<file path="config.mk">
export PLATFORM = sky130hd
export DESIGN_NAME = ika9958_cpu_regwr
export DESIGN_NICKNAME = d
export VERILOG_FILES = /design/src/rtl/ika9958_cpu_regwr.sv
export SDC_FILE = /design/constraint.sdc
export NUM_CORES = 1
export LEC_CHECK = 0
export BUFFER_PORTS_ARGS = -buffer_cell sky130_fd_sc_hd__buf_2
export CORE_MARGIN = 2
export CORE_UTILIZATION = 62
export CTS_BUF_LIST = sky130_fd_sc_hd__clkbuf_4
export DETAILED_ROUTE_END_ITERATION = 6
export PLACE_DENSITY_LB_ADDON = 0.2
export SETUP_SLACK_MARGIN = 0.1
export SLEW_MARGIN = 20
export SYNTH_ARGS = -nofsm -noshare
export SYNTH_HDL_FRONTEND = slang
export SYNTH_SLANG_ARGS = --single-unit
</file>
<file path="constraint.sdc">
create_clock -name i_EMUCLK -period 8.3 [get_ports i_EMUCLK]
set_input_delay 2.49 -clock i_EMUCLK [delete_from_list [all_inputs] [get_ports i_EMUCLK]]
set_output_delay 2.49 -clock i_EMUCLK [all_outputs]
set_load 0.02 [all_outputs]
</file>
<file path="src/rtl/ika9958_cpu_regwr.sv">
`default_nettype none
// ============================================================================
// Module   : ika9958_cpu_regwr
// Purpose  : CPU-port write sequencer in front of the VDP register file.
//            Decodes CPU writes to port 1 (control), port 2 (palette) and
//            port 3 (indirect register). Tracks the two-byte phase flops and
//            emits one-cycle register, VRAM-address and palette strobes.
//            Keeps private copies of R#16 (palette pointer) and R#17
//            (indirect pointer) so both can auto-increment locally.
// Ports    : i_EMUCLK        master clock, rising edge
//            i_RST           asynchronous active-high reset
//            i_wr / i_rd     one-cycle CPU write / read strobes (synchronised)
//            i_a[1:0]        port select 0..3
//            i_d[7:0]        CPU write data
//            o_reg_we        register write strobe
//            o_reg_addr[5:0] register index
//            o_reg_data[7:0] register data
//            o_vaddr_we      VRAM address-setup strobe
//            o_vaddr_data    {second[5:0], first[7:0]}
//            o_vaddr_rdmode  second[6]: 0 = read-ahead, 1 = write
//            o_pal_we        palette write strobe
//            o_pal_idx[3:0]  palette entry index
//            o_pal_rgb[8:0]  {R[2:0], B[2:0], G[2:0]}
// Revision : 1.0 - initial release
// ============================================================================
module ika9958_cpu_regwr #(
    parameter int REG_MAX = 46
) (
    input  logic        i_EMUCLK,
    input  logic        i_RST,
    input  logic        i_wr,
    input  logic        i_rd,
    input  logic [1:0]  i_a,
    input  logic [7:0]  i_d,
    output logic        o_reg_we,
    output logic [5:0]  o_reg_addr,
    output logic [7:0]  o_reg_data,
    output logic        o_vaddr_we,
    output logic [13:0] o_vaddr_data,
    output logic        o_vaddr_rdmode,
    output logic        o_pal_we,
    output logic [3:0]  o_pal_idx,
    output logic [8:0]  o_pal_rgb
);

    localparam logic [6:0] c_REG_MAX  = 7'(REG_MAX);
    localparam logic [5:0] c_IDX_R16  = 6'd16;
    localparam logic [5:0] c_IDX_R17  = 6'd17;

    // Sequencer state
    logic       r_ctl_phase;
    logic [7:0] r_ctl_latch;
    logic       r_pal_phase;
    logic [5:0] r_pal_latch;   // only {R[2:0], B[2:0]} of the first byte matter
    logic [7:0] r_r16;
    logic [7:0] r_r17;

    logic       w_ctl_phase_nxt;
    logic [7:0] w_ctl_latch_nxt;
    logic       w_pal_phase_nxt;
    logic [5:0] w_pal_latch_nxt;
    logic [7:0] w_r16_nxt;
    logic [7:0] w_r17_nxt;

    logic       w_wr1;
    logic       w_wr2;
    logic       w_wr3;
    logic       w_ctl_phase_eff;

    logic       w_reg_hit;
    logic [5:0] w_reg_addr;
    logic [7:0] w_reg_data;
    logic       w_reg_we;
    logic       w_vaddr_hit;
    logic [13:0] w_vaddr_data;
    logic       w_vaddr_rdmode;
    logic       w_pal_hit;
    logic [3:0] w_pal_idx;
    logic [8:0] w_pal_rgb;

    assign w_wr1 = i_wr && (i_a == 2'd1);
    assign w_wr2 = i_wr && (i_a == 2'd2);
    assign w_wr3 = i_wr && (i_a == 2'd3);

    // A same-cycle read on port 1 clears the phase before the write is seen,
    // so the write then counts as a first byte.
    assign w_ctl_phase_eff = r_ctl_phase && !(i_rd && (i_a == 2'd1));

    always_comb begin
        w_ctl_phase_nxt = r_ctl_phase;
        w_ctl_latch_nxt = r_ctl_latch;
        w_pal_phase_nxt = r_pal_phase;
        w_pal_latch_nxt = r_pal_latch;
        w_r16_nxt       = r_r16;
        w_r17_nxt       = r_r17;
        w_reg_hit       = 1'b0;
        w_reg_addr      = 6'd0;
        w_reg_data      = 8'd0;
        w_vaddr_hit     = 1'b0;
        w_vaddr_data    = {i_d[5:0], r_ctl_latch};
        w_vaddr_rdmode  = i_d[6];
        w_pal_hit       = 1'b0;
        w_pal_idx       = r_r16[3:0];
        w_pal_rgb       = {r_pal_latch, i_d[2:0]};

        // Any port 0 access, or a port 1 read, resynchronises the control pair
        if ((i_wr || i_rd) && (i_a == 2'd0)) begin
            w_ctl_phase_nxt = 1'b0;
        end
        if (i_rd && (i_a == 2'd1)) begin
            w_ctl_phase_nxt = 1'b0;
        end

        if (w_wr1) begin
            if (!w_ctl_phase_eff) begin
                w_ctl_latch_nxt = i_d;
                w_ctl_phase_nxt = 1'b1;
            end else begin
                w_ctl_phase_nxt = 1'b0;
                case (i_d[7:6])
                    2'b10: begin
                        w_reg_hit  = 1'b1;
                        w_reg_addr = i_d[5:0];
                        w_reg_data = r_ctl_latch;
                    end
                    2'b00, 2'b01: w_vaddr_hit = 1'b1;
                    default: ;
                endcase
            end
        end

        if (w_wr3) begin
            // R#17 cannot be rewritten through itself, yet the pointer still moves
            if (r_r17[5:0] != c_IDX_R17) begin
                w_reg_hit  = 1'b1;
                w_reg_addr = r_r17[5:0];
                w_reg_data = i_d;
            end
            if (!r_r17[7]) begin
                w_r17_nxt = {r_r17[7:6], r_r17[5:0] + 6'd1};
            end
        end

        if (w_wr2) begin
            if (!r_pal_phase) begin
                w_pal_latch_nxt = {i_d[6:4], i_d[2:0]};
                w_pal_phase_nxt = 1'b1;
            end else begin
                w_pal_hit       = 1'b1;
                w_r16_nxt       = {r_r16[7:4], r_r16[3:0] + 4'd1};
                w_pal_phase_nxt = 1'b0;
            end
        end

        // Shadow loads are applied last so they win over any increment
        if (w_reg_hit) begin
            if (w_reg_addr == c_IDX_R16) begin
                w_r16_nxt       = w_reg_data;
                w_pal_phase_nxt = 1'b0;
            end
            if (w_reg_addr == c_IDX_R17) begin
                w_r17_nxt = w_reg_data;
            end
        end
    end

    // Shadowing above is independent of the implemented range; only the
    // outgoing strobe is gated.
    assign w_reg_we = w_reg_hit && ({1'b0, w_reg_addr} < c_REG_MAX);

    always_ff @(posedge i_EMUCLK or posedge i_RST) begin
        if (i_RST) begin
            r_ctl_phase    <= 1'b0;
            r_ctl_latch    <= 8'd0;
            r_pal_phase    <= 1'b0;
            r_pal_latch    <= 6'd0;
            r_r16          <= 8'd0;
            r_r17          <= 8'd0;
            o_reg_we       <= 1'b0;
            o_reg_addr     <= 6'd0;
            o_reg_data     <= 8'd0;
            o_vaddr_we     <= 1'b0;
            o_vaddr_data   <= 14'd0;
            o_vaddr_rdmode <= 1'b0;
            o_pal_we       <= 1'b0;
            o_pal_idx      <= 4'd0;
            o_pal_rgb      <= 9'd0;
        end else begin
            r_ctl_phase <= w_ctl_phase_nxt;
            r_ctl_latch <= w_ctl_latch_nxt;
            r_pal_phase <= w_pal_phase_nxt;
            r_pal_latch <= w_pal_latch_nxt;
            r_r16       <= w_r16_nxt;
            r_r17       <= w_r17_nxt;

            o_reg_we   <= w_reg_we;
            o_vaddr_we <= w_vaddr_hit;
            o_pal_we   <= w_pal_hit;

            // Data outputs hold between strobes
            if (w_reg_we) begin
                o_reg_addr <= w_reg_addr;
                o_reg_data <= w_reg_data;
            end
            if (w_vaddr_hit) begin
                o_vaddr_data   <= w_vaddr_data;
                o_vaddr_rdmode <= w_vaddr_rdmode;
            end
            if (w_pal_hit) begin
                o_pal_idx <= w_pal_idx;
                o_pal_rgb <= w_pal_rgb;
            end
        end
    end

endmodule
`default_nettype wire

</file>
Word level (Yosys, flattened, before mapping) --
Cells that the tools add are included.
Storage, ports and cells: input bits 14, RAM bits 0, bits in registers 77, latch bits 0, memory bits (read-only) 0, output and inout bits 45, memories kept 0, logic and storage cells 79
Operators by class: order comparisons 1, equal/unequal tests 8, bitwise gates (word level) 2, shift-type cells 0, multiply operators 0, reduce and logical (&&, ||, !) cells 15, mux-type cells 36, divide/modulo/power cells 0, add/sub/neg operators 2
Operators by type and width (number):
- 2-to-1 mux 8 bit | 11
- 2-to-1 mux 6 bit | 5
- 2-to-1 mux 1 bit | 18
- == test 6 x 5 -> 1 bit (second input constant) | 2
- 2-to-1 mux 4 bit | 2
- logical AND 1 bit | 7
- adder 6 x 1 -> 6 bit (second input constant) | 1
- == test 2 bit (second input constant) | 3
- less-than comparator 6 bit (second input constant) | 1
- != test 6 x 5 -> 1 bit (second input constant) | 1
- adder 4 x 1 -> 4 bit (second input constant) | 1
- == test 2 x 1 -> 1 bit (second input constant) | 2
- zero test 2 bit | 2
- AND reduction 2 bit | 2
- nonzero test 3 bit | 1
- inverter 1 bit | 2
- OR reduction 2 bit | 1
- zero test 1 bit | 1
- logical OR 1 bit | 1

Longest topological paths before layout --
Gate-level depths: netlist of the first run.
depth after elaboration 11, gate-level depth with buffers 8, mapped depth without buffers 7

Worst setup path before layout of the first run --
OpenSTA, ideal clock, no wires.
path kind input to register, start point in i_rd, end point reg r_r17[7], setup time 0.125 ns, required time 8.175 ns, path buffers 1, arrival time 3.954 ns, stages 6, slack 4.221 ns, cell sequence and4bb_2 and2_1 buf_1 a22o_4 nand4_4 mux2_2
Between the ends: word-level cells in the longest chain between the ends 10, elaborated cells on any way between the ends 18, those cells by class eq/ne (1); mux (14); reduce/logical (3)
RTL lines:
- from (decl) | RTL line 32 | input logic i_rd,
- logical AND 1 bit * | RTL line 87 | assign w_ctl_phase_eff = r_ctl_phase && !(i_rd && (i_a == 2'd1));
- zero test 1 bit * | RTL line 87
- logical AND 1 bit * | RTL line 87
- 2-to-1 mux 6 bit | RTL line 115 | if (!w_ctl_phase_eff) begin
- 2-to-1 mux 6 bit | RTL line 114 | if (w_wr1) begin
- 2-to-1 mux 6 bit | RTL line 134 | if (r_r17[5:0] != c_IDX_R17) begin
- 2-to-1 mux 6 bit | RTL line 132 | if (w_wr3) begin
- == test 6 x 5 -> 1 bit | RTL line 161 | if (w_reg_addr == c_IDX_R17) begin
- 2-to-1 mux 8 bit | RTL line 161
- 2-to-1 mux 8 bit * | RTL line 156 | if (w_reg_hit) begin
- to (signal assigned) | RTL line 194 | r_r17 <= w_r17_nxt;
- to (decl) | RTL line 56 | logic [7:0] r_r17;
Every way passes the cells marked *; elsewhere a longest branch is shown, timed or not. A chain may end at the register's enable or synchronous reset.

Worst setup path after layout of the first run --
start point in i_d[6], end point reg o_reg_addr[0]
Between the ends: word-level cells in the longest chain between the ends 8, elaborated cells on any way between the ends 13, those cells by class order compare (1); eq/ne (1); mux (10); reduce/logical (1)
RTL lines:
- from (decl) | RTL line 34 | input logic [7:0] i_d,
- == test 2 bit * | RTL line 120 | case (i_d[7:6])
- 2-to-1 mux 6 bit | RTL line 120
- 2-to-1 mux 6 bit | RTL line 115
- 2-to-1 mux 6 bit | RTL line 114
- 2-to-1 mux 6 bit | RTL line 134
- 2-to-1 mux 6 bit | RTL line 132
- less-than comparator 6 bit | RTL line 169 | assign w_reg_we = w_reg_hit && ({1'b0, w_reg_addr} < c_REG_MAX);
- logical AND 1 bit | RTL line 169
- to (signal assigned) | RTL line 202 | o_reg_addr <= w_reg_addr;
- to (decl) | RTL line 36 | output logic [5:0] o_reg_addr,
Marked as above.

==> flow_results.xml, run 1 <==
<?xml version="1.0" encoding="UTF-8"?>
<metrics>
  <group name="route">
    <metric name="dr_vias_cell" unit="">5.61</metric>
    <metric name="drtIter0Drc" unit="">97</metric>
    <metric name="route.antenna.remaining_nets" unit="">0</metric>
    <metric name="detail_route.wirelength" unit="um">6140</metric>
    <metric name="detailedRoute.firstPassIterationCount" unit="">4</metric>
    <metric name="routed_wire_length_per_instance" unit="um">16.5</metric>
    <metric name="num_vias" unit="">2087</metric>
    <metric name="drcViolationCount" unit="">0</metric>
  </group>
  <group name="worst_setup_path">
    <metric name="critical_path_class" unit="">in2reg</metric>
    <metric name="path_cells" unit="">buf_2 &gt; and4bb_2 &gt; and2_1 &gt; nor2_1 &gt; o31ai_4 &gt; mux2_2</metric>
    <metric name="cp_slowest_cell" unit="">o31ai_4</metric>
    <metric name="worstSetupPathDepth" unit="">6</metric>
    <metric name="setup.worst_path.start_class" unit="">primary input</metric>
    <metric name="crit_path_start" unit="">i_d[6]</metric>
    <metric name="worstReg2RegStart" unit="">r_r17[0]</metric>
    <metric name="timing.reg2reg.setup_slack" unit="ps">5580</metric>
    <metric name="cpLargestDelayFamily" unit="">simple AND/OR/NAND/NOR gates</metric>
    <metric name="critPathArrivalTime" unit="ps">4690</metric>
    <metric name="cpPeakStageDelay" unit="ps">700</metric>
    <metric name="endpoint" unit="">o_reg_addr[0]</metric>
    <metric name="cp_max_fo" unit="">13</metric>
    <metric name="cp.buffers_inverters" unit="">1</metric>
    <metric name="worstPathRequired" unit="ps">8610</metric>
    <metric name="rr_worst_depth" unit="">6</metric>
    <metric name="critPathCaptureType" unit="">register</metric>
    <metric name="reg2reg_to" unit="">o_reg_addr[0]</metric>
  </group>
  <group name="floorplanning">
    <metric name="design.die.area" unit="sq um">5920</metric>
    <metric name="ioPinCount" unit="">59</metric>
    <metric name="fp.coreArea" unit="sq um">5110</metric>
    <metric name="rows" unit="">26</metric>
    <metric name="floorplan.initialDensity" unit="%">64.6</metric>
    <metric name="die_height" unit="um">77.0</metric>
    <metric name="die_w" unit="um">77.0</metric>
  </group>
  <group name="sta">
    <metric name="finalClockSkew" unit="ps">8.49</metric>
    <metric name="unrepaired_setup_endpoints_after_global_routing" unit="">false</metric>
    <metric name="hold_viol" unit="">0</metric>
    <metric name="slew-limit-headroom" unit="%">41.3</metric>
    <metric name="setup_viol" unit="">0</metric>
    <metric name="min_period" unit="ps">4380</metric>
    <metric name="maxClockFrequency" unit="MHz">228</metric>
    <metric name="final_max_slew_viol_count" unit="">0</metric>
    <metric name="totalNegativeSetupSlack" unit="ps">0</metric>
    <metric name="max_slew.worst_pin.slew" unit="ps">880</metric>
    <metric name="final.period_utilization" unit="%">52.8</metric>
  </group>
  <group name="logic_synthesis">
    <metric name="synth_flop_cell" unit="">dfrtp_1</metric>
    <metric name="synthesis.nets" unit="">257</metric>
    <metric name="yosys.cell_count.top_type" unit="">dfrtp_1</metric>
    <metric name="yosys-top-cells-area" unit="">dfrtp_1 55%, mux2_2 16%, mux2i_1 5.5%, ha_1 1.9%, a22oi_1 1.4%</metric>
    <metric name="synth_seq_cells" unit="">72</metric>
    <metric name="synth_area_per_cell" unit="sq um">13.9</metric>
    <metric name="synth_top_cell_area_share" unit="%">54.6</metric>
    <metric name="synthCells" unit="">238</metric>
    <metric name="leading_cell_types_by_count_after_synthesis" unit="">72 x dfrtp_1, 46 x mux2_2, 18 x mux2i_1, 12 x inv_1, 9 x nand2_1</metric>
    <metric name="yosysUniqueCellTypes" unit="">45</metric>
    <metric name="ys.warnings.count" unit="">0</metric>
    <metric name="synth_edf_count" unit="">0</metric>
    <metric name="synth_async_sr_flop_share" unit="%">100</metric>
    <metric name="mappedNetlistArea" unit="sq um">3300</metric>
    <metric name="netlist.top_cell.by_area" unit="">dfrtp_1</metric>
    <metric name="fraction_of_the_yosys_area_taken_by_sequential_cells" unit="%">54.6</metric>
  </group>
  <group name="global_route">
    <metric name="global_route_congestion_overflow_total" unit="">0</metric>
    <metric name="globalRouteTotalUtil" unit="%">22.9</metric>
    <metric name="grt_pass1_wl" unit="um">10500</metric>
    <metric name="number_of_antenna_violations_at_the_first_check_in_global_routing" unit="">0</metric>
    <metric name="largest_net_degree_at_the_start_of_global_routing" unit="">73</metric>
    <metric name="grt_pass1_vias" unit="">2072</metric>
  </group>
  <group name="place">
    <metric name="place_inst" unit="">356</metric>
    <metric name="port_buffers" unit="">58</metric>
    <metric name="half_perimeter_wire_length_after_detailed_placement" unit="um">4260</metric>
    <metric name="placer_congestion_estimate" unit="">0.878</metric>
  </group>
  <group name="clock_tree">
    <metric name="cts.repair_timing.setup_buffer_count" unit="">0</metric>
    <metric name="cts-buffers-inserted" unit="">9</metric>
    <metric name="cts_sinks" unit="">72</metric>
    <metric name="clk_transition_reported_paths" unit="ps">110</metric>
    <metric name="cts-root-buf" unit="">clkbuf_4</metric>
    <metric name="hold_buffers" unit="">0</metric>
    <metric name="cts_resized" unit="">0</metric>
    <metric name="cts_tree" unit="">done</metric>
    <metric name="clock_tree.buffer_depth" unit="">2</metric>
    <metric name="cts-htree-levels" unit="">3</metric>
    <metric name="clk-insertion-delay-late" unit="ps">410</metric>
  </group>
  <group name="min_path">
    <metric name="min-delay-path-class" unit="">reg2reg</metric>
  </group>
  <group name="power_and_ir_drop">
    <metric name="power_density_cells" unit="nW/um^2">268</metric>
    <metric name="vdd_ir_drop_max" unit="V">0.000187</metric>
    <metric name="p_leak" unit="nW">1.93</metric>
  </group>
  <group name="cells_and_area">
    <metric name="final_cells" unit="">372</metric>
    <metric name="layout-drive-gt1-share" unit="%">45.7</metric>
    <metric name="layout-area-overhead-vs-synth" unit="%">13.7</metric>
    <metric name="final_net_count" unit="">316</metric>
    <metric name="antenna_cells" unit="">0</metric>
    <metric name="fillerInstances" unit="">358</metric>
  </group>
  <group name="run_status">
    <metric name="run_status" unit="">complete, no violations</metric>
  </group>
  <group name="job">
    <metric name="max_cap_violations" unit="">0</metric>
  </group>
</metrics>
where the power goes:
group | leakage (nW) | internal (mW) | switching, mW
combinational | 0.933 | 0.128 | 0.146
sequential | 0.923 | 0.444 | 0.0694
clock | 0.0738 | 0.0938 | 0.124
total | 1.93 | 0.666 | 0.339
cells in the final DEF, fill, tap and decap left out, drive strengths merged, types with 2 or more instances in the layout:
cell,count
nand3,5
and2,4
nor2b,2
nor3b,2
inv,12
dfrtp,72
a22oi,6
nand2,10
xnor2,3
ha,5
nand2b,2
nand4,3
clkinv,4
a22o,4
and3,2
clkbuf,10
a221oi,2
mux2i,18
nor2,2
o21ai,4
xor2,5
buf,59
and3b,2
mux2,48
o21a,4
state kept, by name, indices dropped and copies added, names as in the netlist, 4 cells and up:
signal,count
o_reg_data,8
o_reg_addr,6
o_vaddr_data,14
r_ctl_latch,8
r_pal_latch,6
r_r17,7
r_r16,4
o_pal_idx,4
o_pal_rgb,9
metal layers:
layer  GRT usage (%)  vias up  routed length (um)
met4            10.5        0                 144
met1            33.4     1057                2940
met5               0        -                   0
met3            3.53       12                 213
li1                -      964                   -
met2            34.2       54                2840
through the flow:
| step | area, sq um | total power, mW | hold WS [ps] | utilization [%] | worst slack [ps] |
|---|---|---|---|---|---|
| 2_1_floorplan | 3300 | 0.709 | 475 | - | 3990 |
| 3_3_place_gp | 3620 | 0.784 | 472 | 70.8 | 3550 |
| 3_5_place_dp | 3620 | 0.796 | 483 | 70.8 | 3470 |
| 4_1_cts | 3750 | 1.01 | 510 | 73.4 | 3920 |
| 5_1_grt | 3750 | 1.06 | 526 | 73.4 | 3780 |
| 6_report | 3750 | 1.01 | 503 | 73.4 | 3920 |
cells by family after synthesis:
group | count (synthesis) | share of synthesized area, %
multiplexers | 66 | 22.1
AND/OR/NAND/NOR | 41 | 8.42
XOR/XNOR | 8 | 2.12
AO/OA/AOI/OAI | 23 | 7.43
buffers and inverters | 23 | 3.45
adder cells (fa/ha/maj) | 5 | 1.90
flip-flops | 72 | 54.6
worst min path at each step:
stage                               start              end  cells after the start
final                       o_reg_addr[5]    o_reg_addr[5]                      1
after global routing      o_vaddr_data[4]  o_vaddr_data[4]                      1
after CTS                   o_reg_addr[5]    o_reg_addr[5]                      1
after detailed placement    o_reg_addr[5]    o_reg_addr[5]                      1
after global placement      o_reg_addr[5]    o_reg_addr[5]                      1
after floorplan            r_pal_latch[0]   r_pal_latch[0]                      1
worst register-to-register path: cells and delay by family (launching register included):
kind	cells	cell delay [ps]
compound gates	1	750
fa+ha+maj	1	180
flops	1	480
mux	1	410
simple gates	3	810
layout make-up:
class	count	area, sq um	area share, %
sequential	72	1800	48.0
multi-input combinational	143	1380	36.9
timing repair buffer	59	298	7.94
tap	70	87.6	2.33
clock buffer	10	75.1	2.00
clock inverter	6	60.1	1.60
inverter	12	45.0	1.20
Power figures use the tool's default switching activity.
==> run 2, diff against run 1 <==
ABC_AREA = 1   (was default)
CORE_UTILIZATION = 57   (was 62)
clock period = 4.34 ns   (was 8.3 ns; I/O delays follow)
==> flow_results.xml, run 2 <==
<?xml version="1.0" encoding="UTF-8"?>
<metrics>
  <group name="sta">
    <metric name="unrepaired_setup_endpoints_after_global_routing" unit="">false</metric>
    <metric name="final_hold_slack" unit="ps">489</metric>
    <metric name="finalClockSkew" unit="ps">16.4</metric>
    <metric name="max_slew.worst_pin.slew" unit="ps">855</metric>
    <metric name="maxClockFrequency" unit="MHz">370</metric>
    <metric name="min_period" unit="ps">2700</metric>
    <metric name="final_max_slew_viol_count" unit="">0</metric>
    <metric name="setup_ws" unit="ps">1640</metric>
    <metric name="hold_viol" unit="">0</metric>
    <metric name="totalNegativeSetupSlack" unit="ps">0</metric>
    <metric name="slew-limit-headroom" unit="%">42.9</metric>
    <metric name="final.period_utilization" unit="%">62.3</metric>
    <metric name="setup_viol" unit="">0</metric>
  </group>
  <group name="logic_synthesis">
    <metric name="synthCells" unit="">378</metric>
    <metric name="yosysUniqueCellTypes" unit="">31</metric>
    <metric name="yosys-top-cells-area" unit="">dfrtp_1 55%, nand2_1 11%, nand3_1 5.0%, inv_1 4.6%, o21ai_0 4.6%</metric>
    <metric name="synth_top_cell_area_share" unit="%">55.1</metric>
    <metric name="yosys.cell_count.top_type" unit="">nand2_1</metric>
    <metric name="ys.warnings.count" unit="">0</metric>
    <metric name="synth_edf_count" unit="">0</metric>
    <metric name="synthesis.nets" unit="">397</metric>
    <metric name="synth_flop_cell" unit="">dfrtp_1</metric>
    <metric name="mappedNetlistArea" unit="sq um">3270</metric>
    <metric name="netlist.top_cell.by_area" unit="">dfrtp_1</metric>
    <metric name="leading_cell_types_by_count_after_synthesis" unit="">99 x nand2_1, 72 x dfrtp_1, 40 x inv_1, 33 x nand3_1, 30 x o21ai_0</metric>
    <metric name="synth_seq_cells" unit="">72</metric>
    <metric name="synth_area_per_cell" unit="sq um">8.66</metric>
    <metric name="synth_async_sr_flop_share" unit="%">100</metric>
    <metric name="fraction_of_the_yosys_area_taken_by_sequential_cells" unit="%">55.1</metric>
  </group>
  <group name="floorplanning">
    <metric name="die_w" unit="um">79.8</metric>
    <metric name="fp.coreArea" unit="sq um">5540</metric>
    <metric name="floorplan.initialDensity" unit="%">59.1</metric>
    <metric name="rows" unit="">27</metric>
    <metric name="die_height" unit="um">79.8</metric>
    <metric name="design.die.area" unit="sq um">6360</metric>
    <metric name="ioPinCount" unit="">59</metric>
  </group>
  <group name="route">
    <metric name="drcViolationCount" unit="">0</metric>
    <metric name="detailedRoute.firstPassIterationCount" unit="">4</metric>
    <metric name="detail_route.wirelength" unit="um">7250</metric>
    <metric name="dr_vias_cell" unit="">5.31</metric>
    <metric name="num_vias" unit="">2729</metric>
    <metric name="routed_wire_length_per_instance" unit="um">14.1</metric>
    <metric name="route.antenna.remaining_nets" unit="">0</metric>
    <metric name="drtIter0Drc" unit="">144</metric>
  </group>
  <group name="cells_and_area">
    <metric name="antenna_cells" unit="">0</metric>
    <metric name="final_cells" unit="">514</metric>
    <metric name="reg_top3" unit="">o_vaddr_data (14), o_pal_rgb (9)</metric>
    <metric name="final_net_count" unit="">456</metric>
    <metric name="layout.area.seq" unit="sq um">1800</metric>
    <metric name="layout-area-overhead-vs-synth" unit="%">14.3</metric>
    <metric name="layout-drive-gt1-share" unit="%">20.6</metric>
    <metric name="layout_commonest_cell" unit="">nand2_1</metric>
    <metric name="finalCoreUtilization" unit="%">67.5</metric>
    <metric name="largest_register_ff_count" unit="">14</metric>
    <metric name="commonest_cells_after_routing_fill_and_taps_aside" unit="">99 x nand2_1, 72 x dfrtp_1, 58 x buf_2</metric>
    <metric name="regMostFlops" unit="">o_vaddr_data</metric>
    <metric name="multiInputGateArea" unit="sq um">1240</metric>
    <metric name="fillerInstances" unit="">465</metric>
  </group>
  <group name="worst_setup_path">
    <metric name="cpLargestDelayFamily" unit="">simple AND/OR/NAND/NOR gates</metric>
    <metric name="cpPeakStageDelay" unit="ps">570</metric>
    <metric name="critPathArrivalTime" unit="ps">3000</metric>
    <metric name="timing.critical_path.mode_cell" unit="">nand2_1</metric>
    <metric name="critPathCaptureType" unit="">register</metric>
    <metric name="path_cells" unit="">buf_2 &gt; inv_1 &gt; nand2_1 &gt; nor2_4 &gt; nand3_1 &gt; a21oi_2 &gt; nand3_1 &gt; nand2_1 &gt; nand2_1</metric>
    <metric name="critical_path_class" unit="">in2reg</metric>
    <metric name="setup.worst_path.start_class" unit="">primary input</metric>
    <metric name="worstPathRequired" unit="ps">4640</metric>
    <metric name="cp_slowest_cell" unit="">a21oi_2</metric>
    <metric name="cp_max_fo" unit="">15</metric>
    <metric name="cp.buffers_inverters" unit="">2</metric>
  </group>
  <group name="place">
    <metric name="dp_worst_setup_slack" unit="ps">1220</metric>
    <metric name="half_perimeter_wire_length_after_detailed_placement" unit="um">5320</metric>
    <metric name="place_inst" unit="">498</metric>
    <metric name="placer_congestion_estimate" unit="">0.998</metric>
    <metric name="port_buffers" unit="">58</metric>
  </group>
  <group name="clock_tree">
    <metric name="clk-insertion-delay-late" unit="ps">410</metric>
    <metric name="cts-htree-levels" unit="">3</metric>
    <metric name="clock_tree.buffer_depth" unit="">2</metric>
    <metric name="clk_transition_reported_paths" unit="ps">110</metric>
    <metric name="cts-buffers-inserted" unit="">9</metric>
    <metric name="hold_buffers" unit="">0</metric>
    <metric name="cts_resized" unit="">0</metric>
    <metric name="cts-root-buf" unit="">clkbuf_4</metric>
    <metric name="cts_sinks" unit="">72</metric>
    <metric name="cts_tree" unit="">done</metric>
    <metric name="cts.repair_timing.setup_buffer_count" unit="">0</metric>
  </group>
  <group name="global_route">
    <metric name="grt_pass1_vias" unit="">2538</metric>
    <metric name="global_route_congestion_overflow_total" unit="">0</metric>
    <metric name="number_of_antenna_violations_at_the_first_check_in_global_routing" unit="">0</metric>
    <metric name="largest_net_degree_at_the_start_of_global_routing" unit="">43</metric>
    <metric name="globalRouteTotalUtil" unit="%">24.8</metric>
    <metric name="grt_pass1_wl" unit="um">12000</metric>
  </group>
  <group name="min_path">
    <metric name="min-delay-path-class" unit="">reg2reg</metric>
  </group>
  <group name="power_and_ir_drop">
    <metric name="power_density_cells" unit="nW/um^2">544</metric>
    <metric name="vdd_ir_drop_max" unit="V">0.000261</metric>
    <metric name="p_leak" unit="nW">2.03</metric>
  </group>
  <group name="run_status">
    <metric name="run_status" unit="">complete, no violations</metric>
  </group>
  <group name="job">
    <metric name="max_cap_violations" unit="">0</metric>
  </group>
</metrics>
-- run 2: changes by cell type after synthesis, sizes merged, moves of 6 or more --
cell | previous run | this run
a22oi | 6 | 0
nor2 | 2 | 32
o22ai | 0 | 8
inv | 12 | 43
nand2 | 10 | 103
mux2 | 48 | 2
mux2i | 18 | 1
nand3 | 5 | 35
a21oi | 1 | 13
o21ai | 4 | 31
-- run 2: logic make-up after synthesis --
family	Yosys count	synth area share [%]
AOI/OAI and AO/OA	55	9.14
xor gates and xnor gates	8	2.14
adders and majority gates	5	1.91
buffers and inverters	56	6.92
DFF	72	55.1
muxes	3	0.994
and+or+nand+nor	179	23.8
-- run 2: layer usage --
layer	vias to the layer above	global-route usage, %	share of wire (%)
met5	-	0	0
met4	0	11.0	1.9
met3	15	5.32	6.4
met2	92	38.4	46
met1	1289	33.8	46
li1	1333	-	-
-- run 2: worst paths after layout --
| path | start | end | slack (ps) | cells past startpoint |
|---|---|---|---|---|
| worst max-delay path | i_d[6] | r_r16[0] | 1640 | 9 |
| worst min-delay path | o_vaddr_data[4] | o_vaddr_data[4] | 490 | 2 |
| worst max register to register | r_r17[0] | r_r16[0] | 2160 | 9 |
| worst min register to register | o_vaddr_data[4] | o_vaddr_data[4] | 490 | 2 |
| max in group asynchronous | i_RST | o_reg_addr[0] | 2510 | 3 |
| min in group asynchronous | i_RST | o_vaddr_data[8] | 1060 | 2 |
-- run 2: area by class of cell --
class / instances / share of cell area, %
Timing Repair Buffer: 60 / 8.16
Tap cell: 72 / 2.41
Sequential cell: 72 / 48.2
Clock buffer: 12 / 2.41
Multi-Input combinational cell: 250 / 33.2
Clock inverter: 4 / 1.20
Inverter: 44 / 4.41
-- run 2: per-stage QoR --
stage	power, mW	area (sq um)
after floorplan	1.43	3270
after global routing	2.18	3740
after CTS	2.05	3740
after global placement	1.61	3610
after detailed placement	1.64	3610
final	2.04	3740
-- run 2: power breakdown --
part           switching, mW  internal [mW]  total, mW
Sequential             0.118          0.868      0.986
Clock                  0.220          0.192      0.412
Combinational          0.419          0.219      0.638
-- run 2: worst reg2reg max path, delay by kind of cell, from the launching register on --
family | cells | cell delay [ps]
AOI/OAI and AO/OA | 1 | 540
DFF | 1 | 460
and+or+nand+nor | 7 | 850
adders and majority gates | 1 | 240
==> run 3, diff against run 2 <==
clock period = 2.8 ns   (was 4.34 ns; I/O delays follow)
==> flow_results.xml, run 3 (same netlist as run 2, synthesis figures left out) <==
<?xml version="1.0" encoding="UTF-8"?>
<metrics>
  <group name="clock_tree">
    <metric name="cts_sinks" unit="">72</metric>
    <metric name="cts_resized" unit="">0</metric>
    <metric name="clk-insertion-delay-late" unit="ps">420</metric>
    <metric name="cts_tree" unit="">done</metric>
    <metric name="cts-buffers-inserted" unit="">9</metric>
    <metric name="clock_tree.buffer_depth" unit="">2</metric>
    <metric name="clk_transition_reported_paths" unit="ps">120</metric>
    <metric name="hold_buffers" unit="">0</metric>
    <metric name="cts-root-buf" unit="">clkbuf_4</metric>
    <metric name="cts.repair_timing.setup_buffer_count" unit="">0</metric>
    <metric name="cts-htree-levels" unit="">3</metric>
  </group>
  <group name="global_route">
    <metric name="grt_pass1_vias" unit="">2614</metric>
    <metric name="grt_pass1_wl" unit="um">12400</metric>
    <metric name="number_of_antenna_violations_at_the_first_check_in_global_routing" unit="">0</metric>
    <metric name="global_route_congestion_overflow_total" unit="">0</metric>
    <metric name="globalRouteTotalUtil" unit="%">25.9</metric>
    <metric name="largest_net_degree_at_the_start_of_global_routing" unit="">51</metric>
  </group>
  <group name="route">
    <metric name="route.antenna.remaining_nets" unit="">0</metric>
    <metric name="drtIter0Drc" unit="">143</metric>
    <metric name="detailedRoute.firstPassIterationCount" unit="">4</metric>
    <metric name="drcViolationCount" unit="">0</metric>
    <metric name="routed_wire_length_per_instance" unit="um">14.3</metric>
    <metric name="detail_route.wirelength" unit="um">7400</metric>
    <metric name="num_vias" unit="">2699</metric>
    <metric name="dr_vias_cell" unit="">5.22</metric>
  </group>
  <group name="cells_and_area">
    <metric name="layout.area.seq" unit="sq um">1800</metric>
    <metric name="design_area" unit="sq um">3800</metric>
    <metric name="layout-area-overhead-vs-synth" unit="%">16.3</metric>
    <metric name="commonest_cells_after_routing_fill_and_taps_aside" unit="">99 x nand2_1, 72 x dfrtp_1, 58 x buf_2</metric>
    <metric name="largest_register_ff_count" unit="">14</metric>
    <metric name="final_net_count" unit="">459</metric>
    <metric name="reg_top3" unit="">o_vaddr_data (14), o_pal_rgb (9)</metric>
    <metric name="antenna_cells" unit="">0</metric>
    <metric name="layout_commonest_cell" unit="">nand2_1</metric>
    <metric name="fillerInstances" unit="">499</metric>
    <metric name="regMostFlops" unit="">o_vaddr_data</metric>
    <metric name="multiInputGateArea" unit="sq um">1240</metric>
    <metric name="layout-drive-gt1-share" unit="%">21.3</metric>
  </group>
  <group name="floorplanning">
    <metric name="floorplan.initialDensity" unit="%">59.1</metric>
    <metric name="ioPinCount" unit="">59</metric>
    <metric name="die_w" unit="um">79.8</metric>
    <metric name="design.die.area" unit="sq um">6360</metric>
    <metric name="fp.coreArea" unit="sq um">5540</metric>
    <metric name="rows" unit="">27</metric>
    <metric name="die_height" unit="um">79.8</metric>
  </group>
  <group name="place">
    <metric name="dpl-instance-area" unit="sq um">3640</metric>
    <metric name="half_perimeter_wire_length_after_detailed_placement" unit="um">5350</metric>
    <metric name="port_buffers" unit="">58</metric>
    <metric name="placer_congestion_estimate" unit="">0.851</metric>
    <metric name="dp_worst_setup_slack" unit="ps">317</metric>
  </group>
  <group name="worst_setup_path">
    <metric name="crit_path_start" unit="">i_d[6]</metric>
    <metric name="critPathCaptureType" unit="">register</metric>
    <metric name="cp_slowest_cell" unit="">nand2_2</metric>
    <metric name="timing.critical_path.mode_cell" unit="">nand2_1</metric>
    <metric name="worstReg2RegStart" unit="">r_r17[0]</metric>
    <metric name="cpPeakStageDelay" unit="ps">250</metric>
    <metric name="critPathArrivalTime" unit="ps">2380</metric>
    <metric name="path_cells" unit="">buf_2 &gt; inv_1 &gt; nand2_1 &gt; nor2_4 &gt; nand3_1 &gt; nand2_1 &gt; nand3_1 &gt; nand2_2 &gt; nand2_2 &gt; nand2_1 &gt; nand2_1</metric>
    <metric name="critical_path_class" unit="">in2reg</metric>
    <metric name="setup.worst_path.start_class" unit="">primary input</metric>
    <metric name="cp_max_fo" unit="">15</metric>
    <metric name="worstPathRequired" unit="ps">3110</metric>
  </group>
  <group name="sta">
    <metric name="unrepaired_setup_endpoints_after_global_routing" unit="">false</metric>
    <metric name="hold_viol" unit="">0</metric>
    <metric name="finalClockSkew" unit="ps">13.2</metric>
    <metric name="max_slew.worst_pin.slew" unit="ps">705</metric>
    <metric name="final_max_slew_viol_count" unit="">0</metric>
    <metric name="min_period" unit="ps">2070</metric>
    <metric name="slew-limit-headroom" unit="%">52.9</metric>
    <metric name="setup_ws" unit="ps">728</metric>
    <metric name="maxClockFrequency" unit="MHz">483</metric>
    <metric name="totalNegativeSetupSlack" unit="ps">0</metric>
    <metric name="setup_viol" unit="">0</metric>
    <metric name="final.period_utilization" unit="%">74.0</metric>
  </group>
  <group name="job">
    <metric name="max_cap_violations" unit="">0</metric>
  </group>
  <group name="power_and_ir_drop">
    <metric name="p_leak" unit="nW">2.05</metric>
    <metric name="vdd_ir_drop_max" unit="V">0.000441</metric>
    <metric name="power_density_cells" unit="nW/um^2">860</metric>
  </group>
  <group name="run_status">
    <metric name="run_status" unit="">complete, no violations</metric>
  </group>
  <group name="min_path">
    <metric name="min-delay-path-class" unit="">in2async</metric>
  </group>
</metrics>
run 3: changes by cell type in the layout (fill, tap and decap cells not counted):
cell	delta
buf_4	+2
clkinv_1	-1
clkinvlp_4	+2
bufinv_16	+1
inv_6	+1
buf_12	+1
clkbuf_4	-3
run 3: where the power goes:
group	leakage [nW]	internal, mW	switching (mW)
Combinational	1.08	0.347	0.645
Sequential	0.902	1.35	0.184
Clock	0.0762	0.362	0.386
run 3: routing by layer:
metal | wire length [um] | GRT usage, %
met1 | 3470 | 35.8
met5 | 0 | 0
met2 | 3260 | 39.2
met4 | 209 | 12.2
met3 | 460 | 5.77
run 3: worst paths after layout:
path | cells past startpoint | to | slack (ps)
setup / recovery | 11 | o_reg_data[1] | 730
hold / removal | 2 | o_vaddr_data[8] | 430
setup reg to reg | 11 | o_reg_data[1] | 800
hold reg to reg | 2 | o_vaddr_data[10] | 490
max in group asynchronous | 3 | r_pal_latch[5] | 1760
min in group i_EMUCLK | 2 | o_vaddr_data[10] | 490
run 3: final cells by class:
class	count	area share (%)
clock buffers	9	1.78
clock inverters	7	2.50
inverters	44	4.34
multi-input cells	250	32.7
flip-flops and latches	72	47.4
well taps	72	2.37
repair buffers	63	8.95
run 3: metrics by stage:
step           hold slack, ps  power [mW]  util, %  instances
5_1_grt                   455        3.49     68.7        517
6_report                  425        3.27     68.7        517
3_5_place_dp              468        2.54     65.7        501
4_1_cts                   421        3.28     68.7        517
3_3_place_gp              462        2.50     65.7        501
2_1_floorplan             443        2.21        -        378
run 3: critical path, delay by kind of cell:
family	cells	cell delay, ps
AND/OR/NAND/NOR	9	1300
buffers and inverters	2	230
